$ cat config.mk
export PLATFORM = sky130hd
export DESIGN_NAME = regfile_wb_ctrl
export DESIGN_NICKNAME = d
export VERILOG_FILES = /design/src/rtl/regfile_wb_ctrl_pkg.sv /design/src/rtl/rr_arb2.sv /design/src/rtl/regfile_wb_ctrl.sv
export SDC_FILE = /design/constraint.sdc
export NUM_CORES = 1
export LEC_CHECK = 0
export ABC_AREA = 1
export CORE_ASPECT_RATIO = 2
export CORE_MARGIN = 5
export CORE_UTILIZATION = 35
export CTS_BUF_LIST = sky130_fd_sc_hd__clkbuf_4
export CTS_CLUSTER_DIAMETER = 50
export CTS_CLUSTER_SIZE = 12
export DETAILED_ROUTE_END_ITERATION = 8
export SYNTH_ARGS = -nofsm -noshare
export SYNTH_HDL_FRONTEND = slang
export SYNTH_HIERARCHICAL = 1
export SYNTH_SLANG_ARGS = --single-unit
$ cat constraint.sdc
create_clock -name clk -period 2.8 [get_ports clk]
set_clock_uncertainty 0.05 [all_clocks]
set_input_delay 0.56 -clock clk [delete_from_list [all_inputs] [get_ports clk]]
set_output_delay 0.56 -clock clk [all_outputs]
set_load 0.05 [all_outputs]
$ cat src/rtl/regfile_wb_ctrl_pkg.sv
// Shared definitions for the register-file writeback controller.
package regfile_wb_ctrl_pkg;

    localparam int unsigned REG_ADDR_W = 5;
    localparam int unsigned REG_DATA_W = 32;
    localparam int unsigned NREG       = 32;

    localparam logic [REG_ADDR_W-1:0] ZERO_REG = 5'd0;

    // Writeback requester identities, also the encoding of the round-robin pointer.
    typedef enum logic {
        WB_EX  = 1'b0,
        WB_MEM = 1'b1
    } wb_src_e;

endpackage

$ cat src/rtl/rr_arb2.sv
// Two-way round-robin arbiter between the EX and MEM writeback requesters.
module rr_arb2
    import regfile_wb_ctrl_pkg::*;
(
    input  logic clk,
    input  logic reset,
    input  logic req_ex,
    input  logic req_mem,
    output logic gnt_ex,
    output logic gnt_mem
);

    wb_src_e r_rr_ptr;

    // Grant a lone requester directly; on contention grant the one rr_ptr names.
    always_comb begin
        gnt_ex  = 1'b0;
        gnt_mem = 1'b0;
        if (!reset) begin
            if (req_ex && req_mem) begin
                if (r_rr_ptr == WB_EX) gnt_ex  = 1'b1;
                else                   gnt_mem = 1'b1;
            end else begin
                gnt_ex  = req_ex;
                gnt_mem = req_mem;
            end
        end
    end

    // Pointer flips only on contention, so a lone grant leaves priority untouched.
    always_ff @(posedge clk) begin
        if (reset) begin
            r_rr_ptr <= WB_EX;
        end else if (req_ex && req_mem) begin
            r_rr_ptr <= (r_rr_ptr == WB_EX) ? WB_MEM : WB_EX;
        end
    end

endmodule

$ cat src/rtl/regfile_wb_ctrl.sv
// Register file write-port controller: arbitrates EX/MEM writebacks onto the
// single registered write port and keeps a per-register pending-write scoreboard.
module regfile_wb_ctrl
    import regfile_wb_ctrl_pkg::*;
#(
    parameter int CNT_W = 2,
    parameter int NREG  = 32
) (
    input  logic                  clk,
    input  logic                  reset,
    input  logic                  ex_wb_valid,
    output logic                  ex_wb_ready,
    input  logic [REG_ADDR_W-1:0] ex_wb_addr,
    input  logic [REG_DATA_W-1:0] ex_wb_data,
    input  logic                  mem_wb_valid,
    output logic                  mem_wb_ready,
    input  logic [REG_ADDR_W-1:0] mem_wb_addr,
    input  logic [REG_DATA_W-1:0] mem_wb_data,
    output logic                  rf_we,
    output logic [REG_ADDR_W-1:0] rf_waddr,
    output logic [REG_DATA_W-1:0] rf_wdata,
    input  logic                  iss_valid,
    input  logic [REG_ADDR_W-1:0] iss_dest,
    output logic                  iss_ready,
    input  logic [REG_ADDR_W-1:0] rd_addr1,
    output logic                  rd_busy1,
    input  logic [REG_ADDR_W-1:0] rd_addr2,
    output logic                  rd_busy2,
    output logic                  sb_err
);

    logic                  w_gnt_ex;
    logic                  w_gnt_mem;
    logic [REG_ADDR_W-1:0] w_sel_addr;
    logic [REG_DATA_W-1:0] w_sel_data;
    logic                  w_wr;
    logic [NREG-1:0]       w_inc;
    logic [NREG-1:0]       w_dec;
    logic                  w_dec_err;

    logic                  r_rf_we;
    logic [REG_ADDR_W-1:0] r_rf_waddr;
    logic [REG_DATA_W-1:0] r_rf_wdata;
    logic                  r_sb_err;
    logic [CNT_W-1:0]      r_cnt [NREG];

    rr_arb2 u_arb (
        .clk     (clk),
        .reset   (reset),
        .req_ex  (ex_wb_valid),
        .req_mem (mem_wb_valid),
        .gnt_ex  (w_gnt_ex),
        .gnt_mem (w_gnt_mem)
    );

    assign ex_wb_ready  = w_gnt_ex;
    assign mem_wb_ready = w_gnt_mem;

    // Mux the granted request; writes to r0 are accepted but never reach the port.
    always_comb begin
        w_sel_addr = w_gnt_mem ? mem_wb_addr : ex_wb_addr;
        w_sel_data = w_gnt_mem ? mem_wb_data : ex_wb_data;
        w_wr       = (w_gnt_ex || w_gnt_mem) && (w_sel_addr != ZERO_REG);
    end

    // Registered write port; address/data hold when no write is launched.
    always_ff @(posedge clk) begin
        if (reset) begin
            r_rf_we    <= 1'b0;
            r_rf_waddr <= '0;
            r_rf_wdata <= '0;
        end else begin
            r_rf_we <= w_wr;
            if (w_wr) begin
                r_rf_waddr <= w_sel_addr;
                r_rf_wdata <= w_sel_data;
            end
        end
    end

    assign rf_we    = r_rf_we;
    assign rf_waddr = r_rf_waddr;
    assign rf_wdata = r_rf_wdata;

    assign iss_ready = !reset &&
                       ((iss_dest == ZERO_REG) || (r_cnt[iss_dest] != '1));

    // Per-register increment on accepted issue, decrement on the committing write.
    always_comb begin
        w_inc     = '0;
        w_dec     = '0;
        w_dec_err = 1'b0;
        for (int unsigned r = 1; r < NREG; r++) begin
            w_inc[r] = iss_valid && iss_ready && (iss_dest == REG_ADDR_W'(r));
            w_dec[r] = r_rf_we && (r_rf_waddr == REG_ADDR_W'(r));
            if (w_dec[r] && (r_cnt[r] == '0)) w_dec_err = 1'b1;
        end
    end

    // Scoreboard counters; an underflowing decrement clamps at 0 and flags sb_err.
    always_ff @(posedge clk) begin
        if (reset) begin
            for (int unsigned r = 0; r < NREG; r++) r_cnt[r] <= '0;
            r_sb_err <= 1'b0;
        end else begin
            for (int unsigned r = 0; r < NREG; r++) begin
                if (w_inc[r] && !w_dec[r]) begin
                    r_cnt[r] <= r_cnt[r] + CNT_W'(1);
                end else if (!w_inc[r] && w_dec[r] && (r_cnt[r] != '0)) begin
                    r_cnt[r] <= r_cnt[r] - CNT_W'(1);
                end
            end
            if (w_dec_err) r_sb_err <= 1'b1;
        end
    end

    assign sb_err   = r_sb_err;
    assign rd_busy1 = (rd_addr1 != ZERO_REG) && (r_cnt[rd_addr1] != '0);
    assign rd_busy2 = (rd_addr2 != ZERO_REG) && (r_cnt[rd_addr2] != '0);

endmodule
Word-level counts from Yosys, hierarchy flattened
Memory sizes are Yosys's and may differ from the RTL's.
Index checks and enable logic that the tools add are counted.
- word-level logic and storage cells: 838
- memories kept: 1
- output and inout bits: 44
- memory bits (writable): 64
- bits of input ports: 94
- register bits after elaboration: 40
- memories (name ; words ; bits a word ; read ports ; clocked after memory_dff ; wr ports ; line ; RTL):
    r_cnt ; 32 ; 2 ; 34 ; 0 ; 32 ; regfile_wb_ctrl.sv:45 ; logic [CNT_W-1:0] r_cnt [NREG];
- bitwise operators: 62
- equality and inequality tests: 63
- reduce and logical (&&, ||, !) cells: 325
- $add $sub $neg: 62
- mux-type cells: 320
- operator list (operator ; number):
    $mux W1 ; 256
    $logic_and A1 B1 Y1 ; 192
    $eq A5 B5 Y1 const B ; 32
    $mux W2 ; 62
    $eq A5 B4 Y1 const B ; 16
    $reduce_bool A2 Y1 ; 33
    $logic_not A1 Y1 ; 63
    $add A2 B1 Y2 const B ; 31
    $logic_not A2 Y1 ; 31
    $or A1 B1 Y1 ; 62
    $sub A2 B1 Y2 const B ; 31
    $eq A5 B3 Y1 const B ; 8
    $mux W32 ; 1
    $eq A5 B2 Y1 const B ; 4
    $reduce_bool A5 Y1 ; 3
    $eq A5 B1 Y1 const B ; 2
    $logic_not A5 Y1 ; 1
    $mux W5 ; 1
    $logic_or A1 B1 Y1 ; 2
    $ne A2 B2 Y1 const B ; 1

Depth between registers and ports, before layout
Gate-level depths: netlist of run 1.
- depth after elaboration: 34
- depth in mapped cells: 20
- gate-level depth less buffers: 17

Modules after synthesis
The synthesis of run 1 kept the hierarchy.
- modules (own cells, without submodules) (module ; cells an instance ; area each (sq um) ; times used):
    regfile_wb_ctrl ; 1252 ; 7828.8 ; 1
    rr_arb2 ; 11 ; 62.6 ; 1

Least setup slack after synthesis of run 1
OpenSTA, ideal clock, no wires.
- path type: input to register
- from: input port reset
- to: register r_rf_wdata[0], in the netlist rf_wdata[0]
- setup time: 0.070 ns
- setup slack: -0.407 ns
- data required time: 2.680 ns
- buffers on the path: 3
- cell stages on the path: 12
- arrival time: 3.087 ns
- path through: inv_1 > nand2_1 > a21oi_1 > buf_2 > mux2_2 > nor4_1 > nand2_1 > o21ai_2 > inv_1 > clkbuf_1 > buf_2 > a21oi_1
- longest elaborated chain between the ends: 4
- elaborated cells between the ends (all ways): 7
- classes of those cells: 4 x mux; 3 x reduce/logical
- ends and longest elaborated chain (what ; line ; RTL):
    start, declared ; regfile_wb_ctrl.sv:10 ; input logic reset,
    $mux W1 * ; rr_arb2.sv:19 ; if (!reset) begin
    named net mem_wb_ready ; regfile_wb_ctrl.sv:16 ; output logic mem_wb_ready,
    $mux W5 ; regfile_wb_ctrl.sv:61 ; w_sel_addr = w_gnt_mem ? mem_wb_addr : ex_wb_addr;
    $reduce_bool A5 Y1 ; regfile_wb_ctrl.sv:63 ; w_wr = (w_gnt_ex || w_gnt_mem) && (w_sel_addr != ZERO_REG);
    $logic_and A1 B1 Y1 ; regfile_wb_ctrl.sv:63 ;
    end signal, assigned ; regfile_wb_ctrl.sv:76 ; r_rf_wdata <= w_sel_data;
    end, declared ; regfile_wb_ctrl.sv:43 ; logic [REG_DATA_W-1:0] r_rf_wdata;
Mark *: on every way through the listed nets, which the timed path passes. The rest lies on a longest branch.
A chain may end at the register's enable or synchronous reset.

Final worst setup path of run 1
- from: input port rd_addr1[0]
- to: output port rd_busy1
- longest elaborated chain between the ends: 3
- elaborated cells between the ends (all ways): 4
- classes of those cells: 3 x reduce/logical; 1 x memory
- ends and longest elaborated chain (what ; line ; RTL):
    start, declared ; regfile_wb_ctrl.sv:25 ; input logic [REG_ADDR_W-1:0] rd_addr1,
    $mem_v2 Z32 W2 ; - ;
    $reduce_bool A2 Y1 ; regfile_wb_ctrl.sv:118 ; assign rd_busy1 = (rd_addr1 != ZERO_REG) && (r_cnt[rd_addr1] != '0);
    $logic_and A1 B1 Y1 * ; regfile_wb_ctrl.sv:118 ;
    end, declared ; regfile_wb_ctrl.sv:26 ; output logic rd_busy1,
Mark *: on every way between the ends. The rest lies on a longest branch, timed or not.

==> out/metrics.yaml, run 1 <==
synth:
  ys_ff_latch: 102
  ys_types: 42
  synth_mux_area_share_pct: 0.396
  synth-simple-area-share_pct: 36.5
  synth_nets: 1358
  synth_warnings: 6
  synth_cells: 1263
  synth_compound_area_share_pct: 17.2
  synth_adder_area_share_pct: 0.159
  synth_top_family_by_area: "simple AND/OR/NAND/NOR gates"
  yosys.area_share.xor_xnor_pct: 1.66
  syn_area_per_cell_um2: 6.25
  seq_area_frac_synth_pct: 33.7
  synth_area_um2: 7890
clocking:
  clkTransAtPathRegs_ns: 0.17
  ctsHoldBuffers: 0
  cts_tree: "built"
  numCtsBuffers: 9
  root_buffer: "clkbuf_4"
  clkLatencyLatePin_ns: 0.54
  h-tree-depth: 3
  cts_sinks: 102
  clk_path_buf_depth: 2
global_routing:
  antenna_found_initial: 1
  overflow: 0
  grt_first_pass_wirelength_mm: 51.8
  grt_pass1_vias: 9416
  met2_usage_pct: 47.3
  gr-usage-met3_pct: 5.55
  grt_max_degree: 86
  busiest_layer: "met2"
  use_met1_pct: 24.5
  grt_use_total_pct: 26.9
die:
  die_x_um: 116
  initial_core_util_pct: 35.6
  coreArea_um2: 22200
  row_count: 77
  die_area_um2: 25800
  pin_count: 138
  die_h_um: 222
critical_path:
  crit_path_start_kind: "input port"
  crit_top_cell: "o21ai_0"
  critical_path_arrival_ns: 2.23
  worst-path-max-fanout: 7
  crit_path_cell_trace: "clkdlybuf4s50_1 -> clkinv_2 -> buf_4 -> a21oi_1 -> o21ai_0 -> o21ai_0 -> a211oi_2 -> o21ai_2 -> buf_12"
  max_stage_delay_ns: 0.53
  crit_type: "input port to output port"
  worst_path_max_delay_cell: "clkdlybuf4s50_1"
  critPathRequiredTime_ns: 2.19
  end_kind: "output port"
  r2r_cells: 22
cells_and_area:
  num-fill-cells: 2354
  ff_latch_area_um2: 2660
  layout_common_cells: "nand2_1 (301), nor2_1 (182), buf_4 (146), inv_1 (130), a21oi_1 (130)"
  multiInputGateArea_um2: 4600
  area_growth_pct: 41.4
  drive_gt1_share_pct: 17.6
  layout_commonest_cell: "nand2_1"
  final_nets: 1616
  final_cell_count_no_fill: 1803
sta:
  tightestPinTransition_ns: 0.603
  slew_violations: 0
  timing.final.crit_period_ns: 2.84
  fin_ws_ns: -0.0392
  setup_viol: 1
  rsz0062_at_grt: "true"
  hold_viol: 0
  max-slew-margin-rel_pct: 59.8
  fin_tns_setup_ns: -0.0392
  fmax_mhz: 352
  post-route-period-util_pct: 101
outcome:
  violations: "setup timing"
  outcome: "finished, violations left"
power_and_ir_drop:
  swShare_pct: 37.3
  total_power_mw: 4.17
  internal-power_mw: 2.61
  power.sequential.fraction_pct: 43.2
  ir_drop_v: 0.000242
  p_sw_mw: 1.56
  p_leak_nw: 4.98
  p_clk_share_pct: 20.8
  p_per_area_nw_per_um2: 374
  pwr-share-comb_pct: 36.0
route:
  drtIter0Drc: 703
  dr.pass1.iters: 7
  num_vias: 9589
  remaining_drc_errors: 0
  routed_via_density: 5.32
  finalWirelength_mm: 34.7
  routedWlPerCell_um: 19.3
  antenna_left: 0
flow_run:
  drv_cap: 0
worst_hold_path:
  min_path_type: "input port to flop"
  min_delay_path_depth: 4
placed_design:
  dp_slack_ns: -0.408
  place_hpwl_mm: 26.8
  port_buffers: 137
  gp_congestion: 1.02
  dp.cells: 1728
[cell type report]
| cell class | count | area share (%) |
|---|---|---|
| multi-input combinational | 960 | 41.2 |
| timing repair buffer | 303 | 25.5 |
| sequential | 102 | 23.9 |
| inverter | 145 | 5.02 |
| tap | 276 | 3.09 |
| clock buffer | 11 | 0.740 |
| clock inverter | 5 | 0.527 |
| antenna | 1 | 0.0224 |
[power groups by stage]
stage	Combinational (mW)	Sequential, mW	Clock (mW)
3_3_place_gp	1.33	1.86	0
4_1_cts	1.46	1.81	0.898
3_5_place_dp	1.33	1.86	0
2_1_floorplan	0.575	2.00	0
5_1_grt	1.61	1.81	0.936
6_report	1.50	1.80	0.868
[repair_timing]
action / CTS / global route
pin swaps: 15 / 32
setup endpoints to repair: 3 / 30
cloned: 3 / 0
buffers inserted: 44 / 13
resized for setup: 51 / 41
[registers in the layout, summed over array words and instances, names as in the netlist]
name and flops:
r_cnt 62, rf_wdata 32, rf_waddr 5, rf_we 1, sb_err 1, u_arb/r_rr_ptr 1
[cells in the mapped netlist (all sizes together)]
master / count / area share (%)
o311ai: 1 / 0.11
xor2: 15 / 1.7
nand2: 322 / 15
or2: 5 / 0.40
o211ai: 3 / 0.29
buf: 21 / 1.8
o22ai: 15 / 1.2
ha: 1 / 0.16
o31ai: 2 / 0.19
mux2i: 2 / 0.25
nor2: 199 / 9.7
nand3: 95 / 6.3
a2111oi: 1 / 0.11
o221ai: 3 / 0.33
o2111ai: 1 / 0.11
o21ai: 90 / 5.8
a21oi: 131 / 8.3
inv: 143 / 6.8
a211oi: 3 / 0.29
edfxtp: 62 / 24
clkbuf: 35 / 1.7
a31oi: 2 / 0.16
dfxtp: 40 / 10
nand4: 15 / 1.2
nor4: 6 / 0.48
mux2: 1 / 0.14
a32o: 1 / 0.13
a22oi: 2 / 0.19
nor3: 40 / 2.5
nand3b: 4 / 0.52
clkinv: 2 / 0.095
[critical path, delay by kind of cell]
| kind | cells | cell delay, ns |
|---|---|---|
| buffers and inverters | 4 | 0.99 |
| AOI/OAI and AO/OA | 5 | 0.66 |
[final timing paths]
| kind | start | to | slack (ns) |
|---|---|---|---|
| worst max-delay path | rd_addr1[0] | rd_busy1 | -0.04 |
| worst min register to register | rf_waddr[4] | rf_waddr[4] | 0.49 |
| worst min-delay path | reset | u_arb/r_rr_ptr | 0.27 |
| worst max register to register | r_cnt[5][1] | r_cnt[13][1] | 0.19 |
[metrics by stage]
stage | cell area (um2) | utilization (%) | hold WS, ns
global placement | 10300 | 46.5 | 0.461
CTS | 11000 | 49.4 | 0.223
detailed placement | 10300 | 46.5 | 0.469
floorplan | 7900 | - | 0.445
finish | 11200 | 50.4 | 0.270
global route | 11200 | 50.4 | 0.265
[layer usage]
layer | up-vias | routed length (um)
li1 | 4687 | -
met5 | - | 0
met3 | 162 | 1880
met1 | 4339 | 11300
met2 | 401 | 17400
met4 | 0 | 4230
[cells by family after synthesis]
logic type / Yosys count
compound gates: 255
xor+xnor: 15
fa+ha+maj: 1
buf+inv: 201
flops: 102
mux: 3
simple gates: 686
Note: power is estimated with default switching activity, not from simulation.
==> run 2: changes to the inputs <==
Settings changed: PLACE_DENSITY_LB_ADDON from default to 0.3.
==> out/metrics.yaml, run 2 (same netlist as run 1, synthesis figures left out) <==
power_and_ir_drop:
  total_power_mw: 4.20
  p_per_area_nw_per_um2: 371
  ir_drop_v: 0.000271
  p_leak_nw: 5.11
placed_design:
  gp_congestion: 1.05
  place_hpwl_mm: 26.8
  port_buffers: 137
clocking:
  clkLatencyLatePin_ns: 0.54
  ctsHoldBuffers: 0
  cts_sinks: 102
  cts_tree: "built"
  h-tree-depth: 3
  numCtsBuffers: 9
  root_buffer: "clkbuf_4"
  clk_path_buf_depth: 2
  clkTransAtPathRegs_ns: 0.16
die:
  row_count: 77
  die_x_um: 116
  pin_count: 138
  die_area_um2: 25800
  coreArea_um2: 22200
  die_h_um: 222
  initial_core_util_pct: 35.6
sta:
  post-route-period-util_pct: 99.7
  setup_viol: 0
  fmax_mhz: 358
  max-slew-margin-rel_pct: 60.6
  timing.final.crit_period_ns: 2.79
  holdWs_ns: 0.377
  slew_violations: 0
  rsz0062_at_grt: "true"
  hold_viol: 0
  tightestPinTransition_ns: 0.591
critical_path:
  critical_path_arrival_ns: 2.18
  r2r_setup_slack_ns: 0.21
  worst-path-max-fanout: 5
  r2r_cells: 14
  critPathRequiredTime_ns: 2.19
  crit_type: "flop to output port"
  end_kind: "output port"
  r2r_end: "r_cnt[19][1]"
  worstReg2RegStart: "r_cnt[17][0]"
  crit_path_start_kind: "flop"
route:
  routed_via_density: 5.34
  dr.pass1.iters: 5
  routedWlPerCell_um: 19.1
  drtIter0Drc: 701
  remaining_drc_errors: 0
  finalWirelength_mm: 34.8
  antenna_left: 0
  num_vias: 9733
flow_run:
  drv_cap: 0
cells_and_area:
  num-fill-cells: 2297
  largest_reg_flops: 62
  area_growth_pct: 43.7
  layout_common_cells: "nand2_1 (314), nor2_1 (176), buf_4 (158), inv_1 (132), a21oi_1 (126)"
  utilization_pct: 51.2
  layout_commonest_cell: "nand2_1"
  ff_latch_area_um2: 2660
  multiInputGateArea_um2: 4600
  drive_gt1_share_pct: 18.3
  top_register: "r_cnt"
  final_nets: 1637
worst_hold_path:
  min_path_type: "input port to flop"
  holdCritStartpoint: "reset"
  holdPathEnd: "u_arb/r_rr_ptr"
  min_delay_path_depth: 4
global_routing:
  grt_pass1_vias: 9529
  antenna_found_initial: 1
  grt_use_total_pct: 27.0
  overflow: 0
  grt_first_pass_wirelength_mm: 52.2
  grt_max_degree: 68
outcome:
  outcome: "finished, final reports clean"
==> run 2: cell types whose count changed in the layout (fill, tap and decap cells not counted), sizes merged <==
cell / before / now
clkdlybuf4s50: 127 / 123
buf: 172 / 193
clkbuf: 11 / 9
clkinvlp: 2 / 0
dlygate4sd2: 3 / 7
clkinv: 3 / 7
==> run 2: timing repair <==
item                       4_1_cts  5_1_grt
buffers inserted                50       21
hold endpoints to repair         0        0
resized for setup               76       38
cloned                           4        0
setup endpoints to repair        3        3
pin swaps                       14       24
==> run 2: through the flow <==
step | cell area [um2] | worst slack (ns) | setup TNS [ns] | cells
floorplan | 7900 | 0.0988 | 0 | 1263
global placement | 10400 | -0.506 | -31.57 | 1735
detailed placement | 10400 | -0.512 | -35.65 | 1735
CTS | 11100 | -0.00848 | -0.0125 | 1802
global route | 11300 | -0.127 | -0.329 | 1824
finish | 11300 | 0.00928 | 0 | 1824
==> run 2: power breakdown <==
group,internal (mW),switching [mW]
registers,1.71,0.0893
logic,0.633,0.908
clock network,0.276,0.589
==> run 2: metal layers <==
| layer | track usage (%) | up-vias | wire, um |
|---|---|---|---|
| met1 | 25.3 | 4400 | 11300 |
| li1 | - | 4726 | - |
| met3 | 4.60 | 176 | 1900 |
| met5 | 0 | - | 0 |
| met2 | 48.1 | 431 | 17600 |
| met4 | 24.0 | 0 | 3970 |
==> run 2: worst max-delay path, cell delays in order, from the launching register on <==
cell,delay (ns)
edfxtp_1,0.58
nand2_1,0.14
nand2_2,0.05
nand2_1,0.05
nand2_1,0.05
nand2_1,0.07
nand2_2,0.05
nor2_1,0.09
nor2_1,0.04
nand2_1,0.11
inv_2,0.05
nor2_4,0.19
buf_12,0.17
==> run 2: final cells by class <==
class	count	area share [%]
clock buffer	9	0.596
antenna	1	0.0221
tap	276	3.05
inverter	145	4.94
multi-input combinational	960	40.6
clock inverter	7	0.651
timing repair buffer	324	26.7
sequential	102	23.5
==> run 2: how the worst max path moves through the flow <==
stage | from | end | cells after the start
finish | r_cnt[17][0] | iss_ready | 12
global route | r_cnt[9][0] | rd_busy2 | 11
CTS | r_cnt[27][1] | rd_busy1 | 8
detailed placement | iss_dest[0] | iss_ready | 15
global placement | iss_dest[0] | iss_ready | 15
floorplan | rd_addr2[0] | rd_busy2 | 7
